`src/rtl/rf_host_arbiter.sv`:
```
// Shares the core register file with a host/debug port by stalling the core around one host access.
// Latency: request seen in RUN -> req_ready 2 cycles later -> rsp_valid the cycle after (3 minimum).
// Backpressure: host_rsp_ready low holds RESP (core stalled); a cool-down quantum spaces host grants.
module rf_host_arbiter #(
    parameter int DW          = 32,
    parameter int AW          = 5,
    parameter int CPU_QUANTUM = 4
) (
    input  logic          clk,
    input  logic          rst,
    input  logic          cpu_we,
    input  logic [AW-1:0] cpu_wR,
    input  logic [DW-1:0] cpu_wD,
    input  logic [AW-1:0] cpu_rR1,
    output logic          cpu_stall,
    output logic          rf_we,
    output logic [AW-1:0] rf_wR,
    output logic [DW-1:0] rf_wD,
    output logic [AW-1:0] rf_rR1,
    input  logic [DW-1:0] rf_rd1,
    input  logic          host_req_valid,
    input  logic          host_req_we,
    input  logic [AW-1:0] host_req_addr,
    input  logic [DW-1:0] host_req_wdata,
    output logic          host_req_ready,
    output logic          host_rsp_valid,
    output logic [DW-1:0] host_rsp_rdata,
    input  logic          host_rsp_ready
);

    localparam int CW = $clog2(CPU_QUANTUM + 1);
    localparam logic [CW-1:0] QUANTUM = CW'(CPU_QUANTUM);
    localparam logic [CW-1:0] CD_ONE  = CW'(1);

    typedef enum logic [1:0] {
        RUN    = 2'd0,
        HALT   = 2'd1,
        ACCESS = 2'd2,
        RESP   = 2'd3
    } state_t;

    state_t        state_q, state_d;
    logic [CW-1:0] cooldown_q, cooldown_d;
    logic [DW-1:0] rsp_rdata_q, rsp_rdata_d;

    always_ff @(posedge clk or negedge rst) begin
        if (!rst) begin
            state_q     <= RUN;
            cooldown_q  <= '0;
            rsp_rdata_q <= '0;
        end else begin
            state_q     <= state_d;
            cooldown_q  <= cooldown_d;
            rsp_rdata_q <= rsp_rdata_d;
        end
    end

    // Host-facing handshakes and the stall are pure decodes of the state register.
    assign cpu_stall      = (state_q != RUN);
    assign host_req_ready = (state_q == ACCESS);
    assign host_rsp_valid = (state_q == RESP);
    assign host_rsp_rdata = rsp_rdata_q;

    always_comb begin
        state_d     = state_q;
        cooldown_d  = cooldown_q;
        rsp_rdata_d = rsp_rdata_q;
        rf_we       = cpu_we;
        rf_wR       = cpu_wR;
        rf_wD       = cpu_wD;
        rf_rR1      = cpu_rR1;

        case (state_q)
            RUN: begin
                if (cooldown_q != '0) begin
                    cooldown_d = cooldown_q - CD_ONE;
                end
                // The deciding RUN cycle is itself an unstalled core cycle, so the grant
                // fires as the last quantum cycle is spent rather than one cycle later.
                if (host_req_valid && (cooldown_q <= CD_ONE)) begin
                    state_d = HALT;
                end
            end
            HALT: begin
                rf_we   = 1'b0;
                state_d = host_req_valid ? ACCESS : RUN;
            end
            ACCESS: begin
                rf_rR1 = host_req_addr;
                if (host_req_we) begin
                    rf_we       = (host_req_addr != '0);
                    rf_wR       = host_req_addr;
                    rf_wD       = host_req_wdata;
                    rsp_rdata_d = '0;
                end else begin
                    rf_we       = 1'b0;
                    rsp_rdata_d = rf_rd1;
                end
                state_d = RESP;
            end
            RESP: begin
                rf_we = 1'b0;
                if (host_rsp_ready) begin
                    state_d    = RUN;
                    cooldown_d = QUANTUM;
                end
            end
            default: begin
                state_d = RUN;
            end
        endcase
    end

endmodule

```
`config.mk`:
```
export PLATFORM = sky130hd
export DESIGN_NAME = rf_host_arbiter
export DESIGN_NICKNAME = d
export VERILOG_FILES = /design/src/rtl/rf_host_arbiter.sv
export SDC_FILE = /design/constraint.sdc
export NUM_CORES = 1
export LEC_CHECK = 0
export CORE_UTILIZATION = 32
export DETAILED_ROUTE_END_ITERATION = 8
export GPL_TIMING_DRIVEN = 0
export HOLD_SLACK_MARGIN = 0.05
export PLACE_DENSITY = 0.86
export SLEW_MARGIN = 20
export SYNTH_ARGS = -nofsm -noshare
export SYNTH_HDL_FRONTEND = slang
export SYNTH_SLANG_ARGS = --single-unit
```
`constraint.sdc`:
```
create_clock -name clk -period 2.1 [get_ports clk]
set_input_delay 0.42 -clock clk [delete_from_list [all_inputs] [get_ports clk]]
set_output_delay 0.42 -clock clk [all_outputs]
set_load 0.05 [all_outputs]
```
Word level (Yosys, flattened, before mapping)
Cells that the tools add are included.
{"block": "totals", "latch_bits": 0, "regBits": 37, "mem_bits_ro": 0, "mem_bits_rw": 0, "word_cells": 35, "memories": 0, "out_inout_bits": 78, "input_bits": 117}
{"block": "op_classes", "n_eq_ne": 6, "n_addsub": 1, "multipliers": 0, "n_reduce_logical": 9, "n_shift": 0, "n_bitwise": 0, "magnitude_cmp": 1, "n_mux": 15, "div": 0}
{"operator": "two-way mux 32 bit", "count": 3}
{"operator": "two-way mux 5 bit", "count": 3}
{"operator": "case mux 2 bit (4 select lines)", "count": 1}
{"operator": "two-way mux 2 bit", "count": 3}
{"operator": "two-way mux 3 bit", "count": 2}
{"operator": "case mux 3 bit (2 select lines)", "count": 1}
{"operator": "nonzero test 5 bit", "count": 1}
{"operator": "== test 2 bit (second input constant)", "count": 2}
{"operator": "!= test 2 bit (second input constant)", "count": 2}
{"operator": "nonzero test 2 bit", "count": 2}
{"operator": "<= comparator 3 x 1 -> 1 bit (second input constant)", "count": 1}
{"operator": "AND reduction 3 bit", "count": 1}
{"operator": "nonzero test 3 bit", "count": 1}
{"operator": "subtractor 3 x 1 -> 3 bit (second input constant)", "count": 1}
{"operator": "== test 2 x 1 -> 1 bit (second input constant)", "count": 1}
{"operator": "zero test 2 bit", "count": 1}
{"operator": "!= test 2 x 1 -> 1 bit (second input constant)", "count": 1}
{"operator": "case mux 1 bit (2 select lines)", "count": 1}
{"operator": "AND reduction 2 bit", "count": 1}
{"operator": "OR reduction 2 bit", "count": 1}
{"operator": "logical AND 1 bit", "count": 1}
{"operator": "two-way mux 1 bit", "count": 1}

Depth between registers and ports, before layout
Gate-level depths: netlist (run 1).
{"block": "logic_depth", "word_depth": 4, "ltp_mapped": 8, "ltp_nobuf": 6}

Worst setup path after synthesis (run 1)
OpenSTA, ideal clock, no wires.
{"block": "synth_path", "kind": "register to output", "startpoint": "register state_q[0]", "endpoint": "output port rf_we", "arrival_time_ns": 1.951, "setup_slack_ns": -0.271, "required_time_ns": 1.680, "n_path_buf": 3, "stages_incl_launch_ff": 8, "path_cell_list": "dfrtp_1 nand2b_1 buf_6 clkinv_4 nand2_2 buf_6 buf_8 o22ai_1"}
{"element": "start, declared", "line_no": "42", "text": "state_t state_q, state_d;"}
{"element": "start signal, assigned", "line_no": "52", "text": "state_q <= state_d;"}
{"element": "== test 2 bit"}
{"element": "via host_req_ready", "line_no": "25", "text": "output logic host_req_ready,"}
{"element": "case mux 1 bit (2 select lines)", "line_no": "73", "text": "case (state_q)"}
{"element": "end, declared", "line_no": "16", "text": "output logic rf_we,"}
The timed path passes the listed nets, and every way through them passes these cells.

Worst setup path after layout (run 1)
{"block": "layout_path", "startpoint": "register state_q[0]", "endpoint": "output port rf_wD[19]"}
{"block": "layout_via", "elab_chain_cells": 2}
{"element": "== test 2 bit", "line_no": "73"}
{"element": "two-way mux 32 bit", "line_no": "73"}
{"element": "end, declared", "line_no": "18", "text": "output logic [DW-1:0] rf_wD,"}
Every way passes these cells.

==> flow_summary_export.csv, run 1 <==
group,metric,value,unit
floorplanning,die_y,86.2,um
cts,cts_buffers,5,
floorplanning,placementRows,30,
min_path,hold_path.class,"reg2reg",
placement,gp_congestion,0.848,
logic_synthesis,ys_seq_elements,37,
setup_path,cp-end-kind,"output port",
logic_synthesis,synth_area,2270,um^2
global_routing,grt_max_degree,27,
power_and_ir_drop,p_sw,3.36,mW
global_routing,grt_pass1_vias,2647,
global_routing,grt.total_usage,0.236,
run,drv_cap,0,
routing,first_pass_iters,4,
timing,finalMaxSlewViolations,0,
global_routing,grt_pass1_wl,13500,um
routing,vias_per_cell,4.64,
timing,fmax,0.458,GHz
cts,cts_tree,"yes",
timing,grt_setup_unrepaired,"yes",
logic_synthesis,synth_seq_area_share,0.409,
timing,fin_tns_setup,-1.46,ns
timing,timing.final.crit_share,1.04,
outcome,status,"finished with violations",
outcome,violations,"setup timing",
timing,skew,0.00812,ns
cts,clkTransAtPathRegs,0.07,ns
power_and_ir_drop,p_leak,2.13,nW
cts,clk_path_buf_depth,2,
floorplanning,fp.dieW,86.2,um
floorplanning,coreArea,6830,um^2
timing,worstMarginPinSlew,0.525,ns
logic_synthesis,synth_nets,358,
timing,holdWs,0.480,ns
setup_path,crit_fanout,5,
cells_and_area,nets,570,
power_and_ir_drop,p_sw_frac,0.524,
cells_and_area,drive_above_1_share,0.251,
power_and_ir_drop,clkPwrFrac,0.074,
routing,routed_wl,9100,um
global_routing,overflow,0,
power_and_ir_drop,power_density,1370,nW/um^2
routing,ant_nets,0,
timing,fin_crit,2.18,ns
routing,route.detailed.drc,0,
logic_synthesis,yosysWarnings,0,
setup_path,arrival,1.76,ns
global_routing,antenna_found_initial,0,
cts,cts_root_buf,"clkbuf_8",
floorplanning,pin_count,195,
timing,setup_ws,-0.0811,ns
timing,relSlewSlack,0.649,
placement,dp_slack,-0.778,ns
setup_path,critical_path_class,"reg2out",
routing,drtIter0Drc,44,
cts,htree_levels,2,
power_and_ir_drop,p_total,6.41,mW
routing,routedWlPerCell,16.6,um
timing,finalHoldViolCount,0,
cells_and_area,diodes,0,
setup_path,startpoint_type,"register",
placement,port_buffers,194,
logic_synthesis,syn_inst,238,
power_and_ir_drop,comb_power_share,0.729,
floorplanning,start_util,0.332,
power_and_ir_drop,internal_power,3.05,mW
cells_and_area,syn_to_final_growth,106,%
routing,vias,2540,
timing,setup_viol,27,
cts,clock_latency,0.29,ns
logic_synthesis,syn_area_per_cell,9.52,um^2
power_and_ir_drop,ir_worst_vdd,1.10,mV
cells_and_area,final_cell_mix,"clkdlybuf4s50_1 (143), nand2_1 (54), dfrtp_1 (35)",
logic_synthesis,synth.distinct_cells,25,
power_and_ir_drop,pwr-share-seq,0.197,
placement,dpl.hpwl,7030,um
cts,cts_sinks,37,
setup_path,critPathRequiredTime,1.68,ns
cells_and_area,final_common_cell,"clkdlybuf4s50_1",
floorplanning,die_area,7420,um^2
[flip-flops by register name, indices dropped and copies added (netlist names), named ones only]
signal,cells
host_rsp_rdata,32
cooldown_q,3
state_q,1
[cell families (layout without fill, tap and decap cells)]
| kind of cell | after synthesis | after routing | synth area share |
|---|---|---|---|
| simple gates | 98 | 98 | 0.204 |
| compound gates | 40 | 40 | 0.0950 |
| mux | 37 | 37 | 0.215 |
| flops | 37 | 37 | 0.409 |
| buf+inv | 23 | 236 | 0.0607 |
| fa+ha+maj | 3 | 3 | 0.0166 |
[metal layers]
layer / track usage / vias up / wire, um / part of all wire
li1: - / 1213 / - / -
met1: 0.262 / 1180 / 3510 / 0.39
met2: 0.424 / 125 / 4550 / 0.50
met3: 0.0654 / 22 / 707 / 0.078
met4: 0.0970 / 0 / 334 / 0.037
met5: 0 / - / 0 / 0
[stage by stage]
step	utilization	instances	cell area (um^2)
floorplan	-	238	2270
global placement	0.634	528	4330
detailed placement	0.637	529	4350
CTS	0.674	543	4600
global route	0.685	547	4680
finish	0.685	547	4680
[final cells by class]
class | count | area (um^2)
well taps | 96 | 120
multi-input cells | 178 | 1240
flip-flops and latches | 37 | 928
plain buffers | 13 | 119
repair buffers | 208 | 2150
fillers | 528 | 2150
clock inverters | 2 | 10.0
inverters | 7 | 38.8
clock buffers | 6 | 72.6
[cells in the mapped netlist, drive strengths merged]
master | number | share of area
nand2 | 55 | 0.092
dfrtp | 37 | 0.41
mux2 | 37 | 0.22
nand2b | 33 | 0.091
o21ai | 33 | 0.073
clkbuf | 9 | 0.015
buf | 7 | 0.032
nor2 | 7 | 0.012
inv | 6 | 0.0099
ha | 3 | 0.017
a21oi | 2 | 0.0044
a221oi | 1 | 0.0039
and2 | 1 | 0.0028
clkinv | 1 | 0.0039
o211ai | 1 | 0.0033
o221ai | 1 | 0.0039
o22ai | 1 | 0.0028
o32ai | 1 | 0.0039
or2 | 1 | 0.0028
or4 | 1 | 0.0033
[power groups by stage]
| stage | clock (mW) | combinational [mW] | sequential (mW) |
|---|---|---|---|
| 3_3_place_gp | 0 | 4.29 | 1.26 |
| 2_1_floorplan | 0 | 1.84 | 2.24 |
| 6_report | 0.474 | 4.67 | 1.26 |
| 5_1_grt | 0.518 | 4.90 | 1.31 |
| 4_1_cts | 0.484 | 4.61 | 1.27 |
| 3_5_place_dp | 0 | 4.36 | 1.27 |
[what timing repair did]
| item | in CTS | in global routing |
|---|---|---|
| pin swaps | 1 | 1 |
| endpoints found under the hold margin | 11 | 0 |
| cloned | 1 | 1 |
| hold buffers | 1 | 0 |
| buffers inserted | 6 | 4 |
| endpoints found under the setup margin | 46 | 43 |
| gates resized for setup | 321 | 4 |
[critical path, stage by stage (launching register included)]
cell,delay [ns]
dfrtp_2,0.42
nand2b_4,0.17
clkinv_8,0.06
nand2_8,0.05
buf_12,0.16
clkbuf_16,0.15
mux2_4,0.31
buf_8,0.15
[worst paths after layout]
kind / startpoint / to / slack, ns / depth (start not counted)
max: state_q[0] / rf_wD[19] / -0.08 / 7
min in group asynchronous: rst / host_rsp_rdata[19] / 0.55 / 2
min reg2reg: host_rsp_rdata[9] / host_rsp_rdata[9] / 0.48 / 2
max in group asynchronous: rst / host_rsp_rdata[6] / 1.13 / 3
max reg2reg: cooldown_q[0] / cooldown_q[0] / 0.50 / 6
min: host_rsp_rdata[9] / host_rsp_rdata[9] / 0.48 / 2
Note: power is estimated with default switching activity, not from simulation.
==> run 2, diff against run 1 <==
--- a/config.mk
+++ b/config.mk
@@ -5,12 +5,13 @@
 export SDC_FILE = /design/constraint.sdc
 export NUM_CORES = 1
 export LEC_CHECK = 0
+export ABC_CLOCK_PERIOD_IN_PS = 2100
 export CORE_UTILIZATION = 32
 export DETAILED_ROUTE_END_ITERATION = 8
 export GPL_TIMING_DRIVEN = 0
 export HOLD_SLACK_MARGIN = 0.05
 export PLACE_DENSITY = 0.86
-export SLEW_MARGIN = 20
+export SETUP_SLACK_MARGIN = 0.2
 export SYNTH_ARGS = -nofsm -noshare
 export SYNTH_HDL_FRONTEND = slang
 export SYNTH_SLANG_ARGS = --single-unit
==> run 2 against run 1 <==
The run still ends with setup timing left. Count of clock-buffer cells in the layout down 1. Setup slack worse by 0.16 ns. Sequential share of layout area decreased by 1.2 points. Combinational power rose by 7.5%. Critical endpoint is now rf_wD[23]. Largest cell class unchanged. Largest power group unchanged.
==> flow_summary_export.csv, run 2 (synthesis gave the netlist of run 1 again) <==
group,metric,value,unit
power_and_ir_drop,power_density,1380,nW/um^2
floorplanning,die_area,7420,um^2
cts,cts_root_buf,"clkbuf_8",
timing,finalHoldViolCount,0,
timing,fmax,0.428,GHz
cells_and_area,nFillCells,505,
power_and_ir_drop,ir_worst_vdd,0.879,mV
timing,timing.final.crit_share,1.11,
cells_and_area,diodes,0,
timing,worstMarginPinSlew,0.824,ns
cells_and_area,syn_to_final_growth,119,%
placement,port_buffers,194,
floorplanning,placementRows,30,
setup_path,startpoint_type,"register",
cts,cts_tree,"yes",
setup_path,critPathRequiredTime,1.68,ns
cells_and_area,drive_above_1_share,0.298,
timing,setup_viol,43,
timing,fin_crit,2.34,ns
placement,dpl.hpwl,6820,um
cts,clk_path_buf_depth,2,
outcome,status,"finished with violations",
routing,vias,2616,
routing,routedWlPerCell,17.4,um
global_routing,grtUsageMet1,0.257,
routing,first_pass_iters,4,
global_routing,gr-usage-met3,0.0789,
outcome,violations,"setup timing",
floorplanning,coreArea,6830,um^2
timing,holdWs,0.222,ns
floorplanning,start_util,0.332,
cells_and_area,nets,576,
cells_and_area,final_cell_mix,"clkdlybuf4s50_1 (113), nand2_1 (43), dfrtp_1 (36)",
placement,dp_slack,-0.859,ns
global_routing,antenna_found_initial,0,
routing,vias_per_cell,4.73,
timing,finalMaxSlewViolations,0,
cells_and_area,largest_reg_flops,32,
global_routing,grt_pass1_wl,13800,um
cts,cts_buffers,5,
min_path,hold_path.class,"in2async",
setup_path,arrival,1.92,ns
routing,drtIter0Drc,64,
global_routing,overflow,0,
power_and_ir_drop,p_total,6.87,mW
cts,htree_levels,2,
power_and_ir_drop,p_leak,2.58,nW
global_routing,grt.busiest_layer,"met2",
timing,grt_setup_unrepaired,"yes",
floorplanning,die_y,86.2,um
cells_and_area,final_common_cell,"clkdlybuf4s50_1",
floorplanning,fp.dieW,86.2,um
timing,relSlewSlack,0.451,
global_routing,grt_max_degree,38,
setup_path,critical_path_class,"reg2out",
setup_path,cp-end-kind,"output port",
floorplanning,pin_count,195,
global_routing,grt_pass1_vias,2679,
timing,skew,0.00512,ns
timing,setup_ws,-0.239,ns
cts,cts_sinks,37,
cts,clkTransAtPathRegs,0.08,ns
global_routing,grt.total_usage,0.241,
run,drv_cap,0,
setup_path,crit_fanout,5,
routing,route.detailed.drc,0,
cts,clock_latency,0.29,ns
placement,gp_congestion,0.850,
global_routing,gr-usage-met2,0.446,
routing,routed_wl,9610,um
routing,ant_nets,0,
run 2: cell types whose count changed in the layout (fill, tap and decap cells not counted), moves of 2 or more:
| cell | previous run | this run |
|---|---|---|
| buf_8 | 6 | 14 |
| clkdlybuf4s15_2 | 0 | 2 |
| clkdlybuf4s50_1 | 143 | 113 |
| clkinv_2 | 2 | 0 |
| dlygate4sd2_1 | 7 | 9 |
| dlymetal6s2s_1 | 0 | 23 |
| mux2_2 | 15 | 13 |
| mux2_4 | 22 | 24 |
| nand2_1 | 54 | 43 |
| nand2_2 | 0 | 2 |
| nand2_4 | 0 | 9 |
run 2: area by class of cell:
class,count,area [um^2],area share
clock inverter,3,46.3,0.00932
sequential,37,927,0.187
inverter,7,38.8,0.00781
timing repair buffer,211,2260,0.455
clock buffer,5,68.8,0.0139
multi-input combinational,178,1330,0.268
buffer,16,176,0.0355
tap,96,120,0.0242
run 2: through the flow:
stage	instance area, um^2	setup TNS [ns]	cells	util
6_report	4970	-5.64	553	0.727
5_1_grt	4970	-7.82	553	0.727
4_1_cts	4720	-5.47	547	0.691
3_5_place_dp	4380	-32.95	528	0.641
3_3_place_gp	4390	-41.17	528	0.642
2_1_floorplan	2320	0	238	-
run 2: metal layers:
layer | wire [um] | vias to the layer above
met5 | 0 | -
met1 | 3370 | 1235
li1 | - | 1219
met2 | 4990 | 136
met4 | 340 | 0
met3 | 904 | 26
run 2: worst paths after layout:
path / startpoint / to / slack, ns / depth (start not counted)
max in group asynchronous: rst / state_q[0] / 1.31 / 1
hold reg to reg: host_rsp_rdata[1] / host_rsp_rdata[1] / 0.48 / 2
min in group clk: host_rsp_rdata[1] / host_rsp_rdata[1] / 0.48 / 2
setup / recovery: state_q[0] / rf_wD[23] / -0.24 / 9
hold / removal: rst / host_rsp_rdata[23] / 0.22 / 1
setup reg to reg: state_q[0] / host_rsp_rdata[8] / 0.33 / 9
run 2: timing repair:
action | 4_1_cts | 5_1_grt
buffers inserted | 10 | 5
cloned | 1 | 1
hold endpoints to repair | 0 | 0
pin swaps | 2 | 10
resized for setup | 344 | 56
endpoints found under the setup margin | 52 | 67
hold buffers | 0 | 0
run 2: report_power, final:
group          internal (mW)  switching (mW)
Sequential              1.05           0.184
Combinational           1.97            3.05
Clock                  0.355           0.269
Total                   3.38            3.50
run 2: worst max-delay path: stages, from the launching register on:
cell,delay [ns]
dfrtp_2,0.41
nand2b_4,0.14
buf_8,0.12
clkinv_8,0.04
nand2_8,0.04
buf_12,0.15
buf_12,0.12
buf_12,0.13
mux2_4,0.31
buf_8,0.15
==> run 3, diff against run 2 <==
--- a/config.mk
+++ b/config.mk
@@ -7,6 +7,7 @@
 export LEC_CHECK = 0
 export ABC_CLOCK_PERIOD_IN_PS = 2100
 export CORE_UTILIZATION = 32
+export CTS_CLUSTER_SIZE = 20
 export DETAILED_ROUTE_END_ITERATION = 8
 export GPL_TIMING_DRIVEN = 0
 export HOLD_SLACK_MARGIN = 0.05
==> results of run 3 <==
Final layout, timing and power as in run 2 (identical DEF).
